--- src/rtl/sobel_pkg.sv ---
// Shared types and constants for the Sobel frame sequencer.
package sobel_pkg;

  typedef enum logic [2:0] {
    IDLE,
    HDR_H,
    CHECK,
    STREAM,
    DRAIN
  } state_e;

  typedef enum logic [2:0] {
    ERR_NONE = 3'd0,
    ERR_DIM  = 3'd1,
    ERR_OVF  = 3'd2,
    ERR_UART = 3'd3,
    ERR_TMO  = 3'd4
  } err_e;

  localparam logic [7:0]  MIN_DIM = 8'd3;
  localparam int unsigned HDR_LEN = 2;

  typedef struct packed {
    logic [7:0] data;
    logic       eol;
    logic       eof;
  } pix_t;

  function automatic logic dim_ok(input logic [7:0] d, input logic [7:0] max_d);
    return (d >= MIN_DIM) && (d <= max_d);
  endfunction

endpackage

--- src/rtl/sobel_skid_buf.sv ---
// One-entry pixel buffer; a full entry may be replaced in the cycle it is drained.
module sobel_skid_buf
  import sobel_pkg::*;
(
  input  logic clk,
  input  logic rst,
  input  logic flush_i,
  input  logic in_valid_i,
  output logic in_ready_o,
  input  pix_t in_pix_i,
  output logic out_valid_o,
  output pix_t out_pix_o,
  input  logic out_ready_i
);

  logic full_q, full_d;
  pix_t pix_q, pix_d;

  assign in_ready_o  = !full_q || out_ready_i;
  assign out_valid_o = full_q;
  assign out_pix_o   = pix_q;

  always_comb begin
    full_d = full_q;
    pix_d  = pix_q;
    if (full_q && out_ready_i) full_d = 1'b0;
    if (in_valid_i && in_ready_o) begin
      full_d = 1'b1;
      pix_d  = in_pix_i;
    end
    if (flush_i) full_d = 1'b0;
  end

  always_ff @(posedge clk or negedge rst) begin
    if (!rst) begin
      full_q <= 1'b0;
      pix_q  <= '0;
    end else begin
      full_q <= full_d;
      pix_q  <= pix_d;
    end
  end

endmodule

--- src/rtl/sobel_frame_ctrl.sv ---
// Frame sequencer: header parse, tagged pixel streaming into the Sobel datapath,
// result forwarding to the UART transmitter, timeout and sticky error reporting.
module sobel_frame_ctrl
  import sobel_pkg::*;
#(
  parameter int unsigned MAX_W       = 255,
  parameter int unsigned MAX_H       = 255,
  parameter int unsigned TIMEOUT_CYC = 1000000
) (
  input  logic       clk,
  input  logic       rst,
  input  logic [7:0] rx_data,
  input  logic       rx_valid,
  input  logic [2:0] rx_status,
  output logic [7:0] pix_data,
  output logic       pix_valid,
  input  logic       pix_ready,
  output logic       pix_eol,
  output logic       pix_eof,
  input  logic [7:0] res_data,
  input  logic       res_valid,
  output logic       res_ready,
  output logic [7:0] tx_data,
  output logic       tx_start,
  input  logic       tx_busy,
  output logic [7:0] frame_w,
  output logic [7:0] frame_h,
  output logic       busy,
  output logic [2:0] err
);

  state_e      state_q, state_d;
  err_e        err_q, err_d;
  logic [7:0]  w_q, w_d, h_q, h_d, col_q, col_d, row_q, row_d;
  logic [15:0] in_cnt_q, in_cnt_d, out_cnt_q, out_cnt_d, pix_total, res_total;
  logic [31:0] tmo_q, tmo_d;
  logic        tx_start_q, tx_start_d;
  logic [7:0]  tx_data_q, tx_data_d;
  logic        rx_ok, rx_bad, tmo_hit, push, flush, skid_in_ready;
  logic        pix_fire, res_fire, last_col;
  pix_t        in_pix, out_pix;

  assign pix_total = {8'd0, w_q} * {8'd0, h_q};
  assign res_total = ({8'd0, w_q} - 16'd2) * ({8'd0, h_q} - 16'd2);
  assign rx_ok     = rx_valid && (rx_status == 3'd0);
  assign rx_bad    = rx_valid && (rx_status != 3'd0);
  assign tmo_hit   = (TIMEOUT_CYC != 0) && !rx_valid && (tmo_q == 32'(TIMEOUT_CYC - 1));
  assign last_col  = (col_q == w_q - 8'd1);
  assign in_pix    = '{data: rx_data, eol: last_col, eof: last_col && (row_q == h_q - 8'd1)};
  assign pix_fire  = pix_valid && pix_ready;
  assign res_ready = ((state_q == STREAM) || (state_q == DRAIN)) && !tx_busy && !tx_start_q;
  assign res_fire  = res_valid && res_ready;

  sobel_skid_buf u_skid (
    .clk        (clk),
    .rst        (rst),
    .flush_i    (flush),
    .in_valid_i (push),
    .in_ready_o (skid_in_ready),
    .in_pix_i   (in_pix),
    .out_valid_o(pix_valid),
    .out_pix_o  (out_pix),
    .out_ready_i(pix_ready)
  );

  assign pix_data = out_pix.data;
  assign pix_eol  = out_pix.eol;
  assign pix_eof  = out_pix.eof;
  assign tx_data  = tx_data_q;
  assign tx_start = tx_start_q;
  assign frame_w  = w_q;
  assign frame_h  = h_q;
  assign busy     = (state_q != IDLE);
  assign err      = err_q;

  always_comb begin
    state_d    = state_q;
    err_d      = err_q;
    w_d        = w_q;
    h_d        = h_q;
    col_d      = col_q;
    row_d      = row_q;
    in_cnt_d   = in_cnt_q;
    out_cnt_d  = out_cnt_q;
    tmo_d      = '0;
    push       = 1'b0;
    tx_start_d = 1'b0;
    tx_data_d  = tx_data_q;
    if (res_fire) begin
      tx_data_d  = res_data;
      tx_start_d = 1'b1;
      out_cnt_d  = out_cnt_q + 16'd1;
    end
    case (state_q)
      IDLE: begin
        if (rx_ok) begin
          w_d     = rx_data;
          err_d   = ERR_NONE;
          state_d = HDR_H;
        end
      end
      HDR_H: begin
        tmo_d = rx_valid ? '0 : tmo_q + 32'd1;
        if (rx_ok) begin
          h_d     = rx_data;
          state_d = CHECK;
        end else if (tmo_hit) begin
          err_d   = ERR_TMO;
          state_d = IDLE;
        end
      end
      CHECK: begin
        col_d     = '0;
        row_d     = '0;
        in_cnt_d  = '0;
        out_cnt_d = '0;
        if (rx_ok) err_d = ERR_OVF;
        if (dim_ok(w_q, 8'(MAX_W)) && dim_ok(h_q, 8'(MAX_H))) begin
          state_d = STREAM;
        end else begin
          err_d   = ERR_DIM;
          state_d = IDLE;
        end
      end
      STREAM: begin
        tmo_d = rx_valid ? '0 : tmo_q + 32'd1;
        if (rx_ok) begin
          // Bytes beyond W*H or hitting a stalled full buffer are dropped, counts untouched.
          if ((in_cnt_q != pix_total) && skid_in_ready) begin
            push     = 1'b1;
            in_cnt_d = in_cnt_q + 16'd1;
            if (last_col) begin
              col_d = '0;
              row_d = row_q + 8'd1;
            end else begin
              col_d = col_q + 8'd1;
            end
          end else begin
            err_d = ERR_OVF;
          end
        end
        if (pix_fire && pix_eof) begin
          state_d = DRAIN;
        end else if (tmo_hit) begin
          err_d   = ERR_TMO;
          state_d = IDLE;
        end
      end
      DRAIN: begin
        if (rx_ok) err_d = ERR_OVF;
        if (out_cnt_q >= res_total) state_d = IDLE;
      end
      default: state_d = IDLE;
    endcase
    if (rx_bad) begin
      err_d   = ERR_UART;
      state_d = IDLE;
    end
    flush = (state_d == IDLE);
  end

  always_ff @(posedge clk or negedge rst) begin
    if (!rst) begin
      state_q    <= IDLE;
      err_q      <= ERR_NONE;
      w_q        <= '0;
      h_q        <= '0;
      col_q      <= '0;
      row_q      <= '0;
      in_cnt_q   <= '0;
      out_cnt_q  <= '0;
      tmo_q      <= '0;
      tx_start_q <= 1'b0;
      tx_data_q  <= '0;
    end else begin
      state_q    <= state_d;
      err_q      <= err_d;
      w_q        <= w_d;
      h_q        <= h_d;
      col_q      <= col_d;
      row_q      <= row_d;
      in_cnt_q   <= in_cnt_d;
      out_cnt_q  <= out_cnt_d;
      tmo_q      <= tmo_d;
      tx_start_q <= tx_start_d;
      tx_data_q  <= tx_data_d;
    end
  end

endmodule
--- config.mk ---
export PLATFORM = sky130hd
export DESIGN_NAME = sobel_frame_ctrl
export DESIGN_NICKNAME = d
export VERILOG_FILES = /design/src/rtl/sobel_pkg.sv /design/src/rtl/sobel_skid_buf.sv /design/src/rtl/sobel_frame_ctrl.sv
export SDC_FILE = /design/constraint.sdc
export NUM_CORES = 1
export LEC_CHECK = 0
export CAP_MARGIN = 5
export CORE_UTILIZATION = 57
export CTS_BUF_LIST = sky130_fd_sc_hd__clkbuf_8
export DETAILED_ROUTE_END_ITERATION = 8
export HOLD_SLACK_MARGIN = 0.12
export PLACE_DENSITY = 0.78
export SLEW_MARGIN = 10
export SYNTH_ARGS = -nofsm -noshare
export SYNTH_HDL_FRONTEND = slang
export SYNTH_SLANG_ARGS = --single-unit
export TNS_END_PERCENT = 10
--- constraint.sdc ---
create_clock -name clk -period 7.4 [get_ports clk]
set_input_delay 1.48 -clock clk [delete_from_list [all_inputs] [get_ports clk]]
set_output_delay 1.48 -clock clk [all_outputs]
set_load 0.05 [all_outputs]
==> results.md <==
* Adder-Cell Fraction of Synth Area at 0.265
* Register area share after synthesis at 0.253
* Synth Warn # at 0
* Crit. Startpoint: frame_h[2]
* FF-to-FF Start: frame_h[2]
* Die area at 21800 sq um
* Area contributors post-synth: dfrtp_1, fa_1, ha_1
* Vias in the first global route at 9672
* Clock Tree Root: clkbuf_8
* Max Buffers Root-to-Sink at 2
* DRC violations left at 0
* DR vias at 9771
* First-pass GRT wire length at 48900 microns
* Total gr overflow at 0
* Cell area after synthesis at 12100 sq um
* Hold Path Depth at 2
* Critical Path RT at 7.74 ns
* Worst clock skew at 0.0143 ns
* EDFF count, synth at 0
* Initial Util at 0.590
* Mean Syn Cell Area at 9.02 sq um
* Fin util at 0.665
* Largest family of logic cells by synthesized area: adder cells
* Outcome: completed
* GPL Wtd Cong at 0.894
* Crit-path max FO at 6
* Async S/R FF share, synth at 1.00
* Synth Area in Compound Gates at 0.0883
* WHS Endpoint: tx_data[2]
* Vias/cell at 5.75
* Fmax at 143 MHz
* Setup slack after layout at 0.390 ns
* Period utilization at 0.947
* Min-Delay Path Class: register to register
* Synth cell count leaders: inv_1, nor2_1, nand2_1
* I/O pins at 66
* Worst-path clk slew at 0.08 ns
* Fin nets at 1638
* Hold path start: tx_data[2]
* # rows at 52
* CP Class: register to register
* Total track usage at 0.286
* CP most frequent cell: fa_1
* Final Hold Viols at 0
* ANT nets after route at 0
* Die X at 148 microns
* Relative slew margins at 0.281
* MaxCap Viol Count at 0
* Synth Area in XOR/XNOR at 0.0854
* Synthesized net count at 1562
* Cell accounting for the most synthesized area: dfrtp_1
* CP Data Arrival Time at 7.35 ns
* Crit-path max cell delay at 0.56 ns
* DRT iter0 DRCs at 493
* Die height at 148 microns
* Post-synthesis mux area share at 0.0316
* CTS tree: yes
* TritonRoute pass-1 iters at 5
* Antenna fix cells at 0
* Largest net degree at the start of global routing at 73
* Area Growth Syn to Fin at 12.8%
* Worst Tran Pin Value at 1.07 ns
* Reg2reg path depth at 28
* Routed WL per cell at 17.5 microns
* Synthesis-stage register bit count at 122
* Final Max Slew Viols at 0
* Overall routed net length at 29700 microns
* Skew-Pair Late Insertion Delay at 0.45 ns
* Post-synth top flop: dfrtp_1
* R2r endpoint: u_skid.out_valid_o
* Core Area at 20500 sq um
* Ratio of cells with drive above 1 in the final layout at 0.0896
* H-tree levels at 4
* Synth Area in Simple Gates at 0.214
* Yosys top cell area share at 0.253
* Post-DP HPWL at 22900 microns
* CP endpoint kind: register
* Antenna violations before repair at 0
* CP max-delay cell: fa_1
* TritonCTS Buffers at 17
* Crit path launch type: register
* Synth cell types at 77
* Port Buffers at 65
* Setup TNS at 0 ns
* Setup violators final at 0
* Mapped Cells at 1340
* CTS sink cnt at 122
* Final worst path period need at 7.01 ns
* R2R Setup Slk at 0.39 ns
* Dpl ws at 0.0251 ns
* Fillcell total at 1661
* Top-count cell post-synth: inv_1
==> cell families after synthesis <==
family	Yosys count
and+or+nand+nor	517
adders and majority gates	197
buffers and inverters	192
AOI/OAI and AO/OA	163
DFF	122
xor gates and xnor gates	117
muxes	32
==> per-layer routing <==
layer / track usage / wire (microns) / vias up / part of all wire
met5: 0 / 0 / - / 0
met4: 0.0923 / 607 / 0 / 0.020
met3: 0.0571 / 2070 / 48 / 0.070
met2: 0.474 / 14500 / 334 / 0.49
met1: 0.377 / 12400 / 4801 / 0.42
li1: - / - / 4588 / -
==> repair_timing <==
item / 4_1_cts / 5_1_grt
setup endpoints to repair: 0 / 2
buffers inserted: 0 / 2
resized for setup: 0 / 18
hold buffers: 0 / 0
==> area by class of cell <==
| class | count | area [sq um] | area share |
|---|---|---|---|
| multi-input cells | 1026 | 8350 | 0.613 |
| well taps | 270 | 338 | 0.0248 |
| repair buffers | 103 | 931 | 0.0683 |
| clock inverters | 14 | 173 | 0.0127 |
| flip-flops and latches | 122 | 3060 | 0.224 |
| inverters | 146 | 548 | 0.0402 |
| clock buffers | 17 | 234 | 0.0172 |
==> metrics by stage <==
step | hold WS [ns] | instance area [sq um] | std cells
floorplan | 0.455 | 12100 | 1340
global placement | 0.457 | 13100 | 1665
detailed placement | 0.470 | 13100 | 1665
CTS | 0.488 | 13600 | 1696
global route | 0.512 | 13600 | 1698
finish | 0.481 | 13600 | 1698
==> how the worst max path moves through the flow <==
stage | to | slack, ns | cells past startpoint
CTS | u_skid.out_valid_o | 0.01 | 28
global placement | u_skid.out_valid_o | 0.33 | 28
global route | u_skid.out_valid_o | -0.003 | 28
detailed placement | u_skid.out_valid_o | 0.03 | 28
floorplan | u_skid.out_valid_o | 0.05 | 31
finish | u_skid.out_valid_o | 0.39 | 28
==> cells in the final DEF (no fill, tap or decap), types with 5 or more instances in the layout <==
master | synthesis | routed
xnor2_1 | 68 | 67
o21ai_1 | 12 | 14
buf_4 | 0 | 38
o211ai_1 | 7 | 7
nand2_1 | 131 | 131
nor4_1 | 9 | 9
nor3_1 | 13 | 13
xor2_1 | 48 | 47
or3_1 | 16 | 15
nor2b_1 | 10 | 10
inv_1 | 143 | 143
clkdlybuf4s50_1 | 0 | 64
or2_2 | 6 | 6
o21bai_1 | 5 | 5
a21o_1 | 13 | 13
nand2b_1 | 25 | 25
dfrtp_1 | 122 | 120
or4_1 | 8 | 7
a21oi_1 | 51 | 48
and2_1 | 55 | 55
clkbuf_8 | 0 | 17
nand3_1 | 39 | 39
a211oi_1 | 6 | 6
o31ai_1 | 6 | 6
ha_1 | 98 | 97
mux2_2 | 17 | 17
fa_1 | 99 | 99
nor2_1 | 139 | 135
o21ai_0 | 30 | 28
mux2_4 | 7 | 7
nand4_1 | 18 | 18
and3_1 | 22 | 22
==> critical path, delay by kind of cell, from the launching register on <==
family / cells / cell delay [ns]
AND/OR/NAND/NOR: 7 / 1.37
AO/OA/AOI/OAI: 9 / 1.47
XOR/XNOR: 1 / 0.09
buffers and inverters: 4 / 0.26
adder cells (fa/ha/maj): 7 / 3.25
flip-flops: 1 / 0.46
==> flip-flops by register name, indices dropped and copies added, names as in the netlist <==
signal	count
tx_start	1
tmo_q	32
in_cnt_q	16
err	3
col_q	8
state_q	3
row_q	8
u_skid.out_valid_o	1
frame_w	8
frame_h	8
u_skid.out_pix_o	10
out_cnt_q	16
tx_data	8
Power is left out: the tool's default activity adds up to more than one toggle a clock period on the data nets, which glitch-free logic cannot reach.
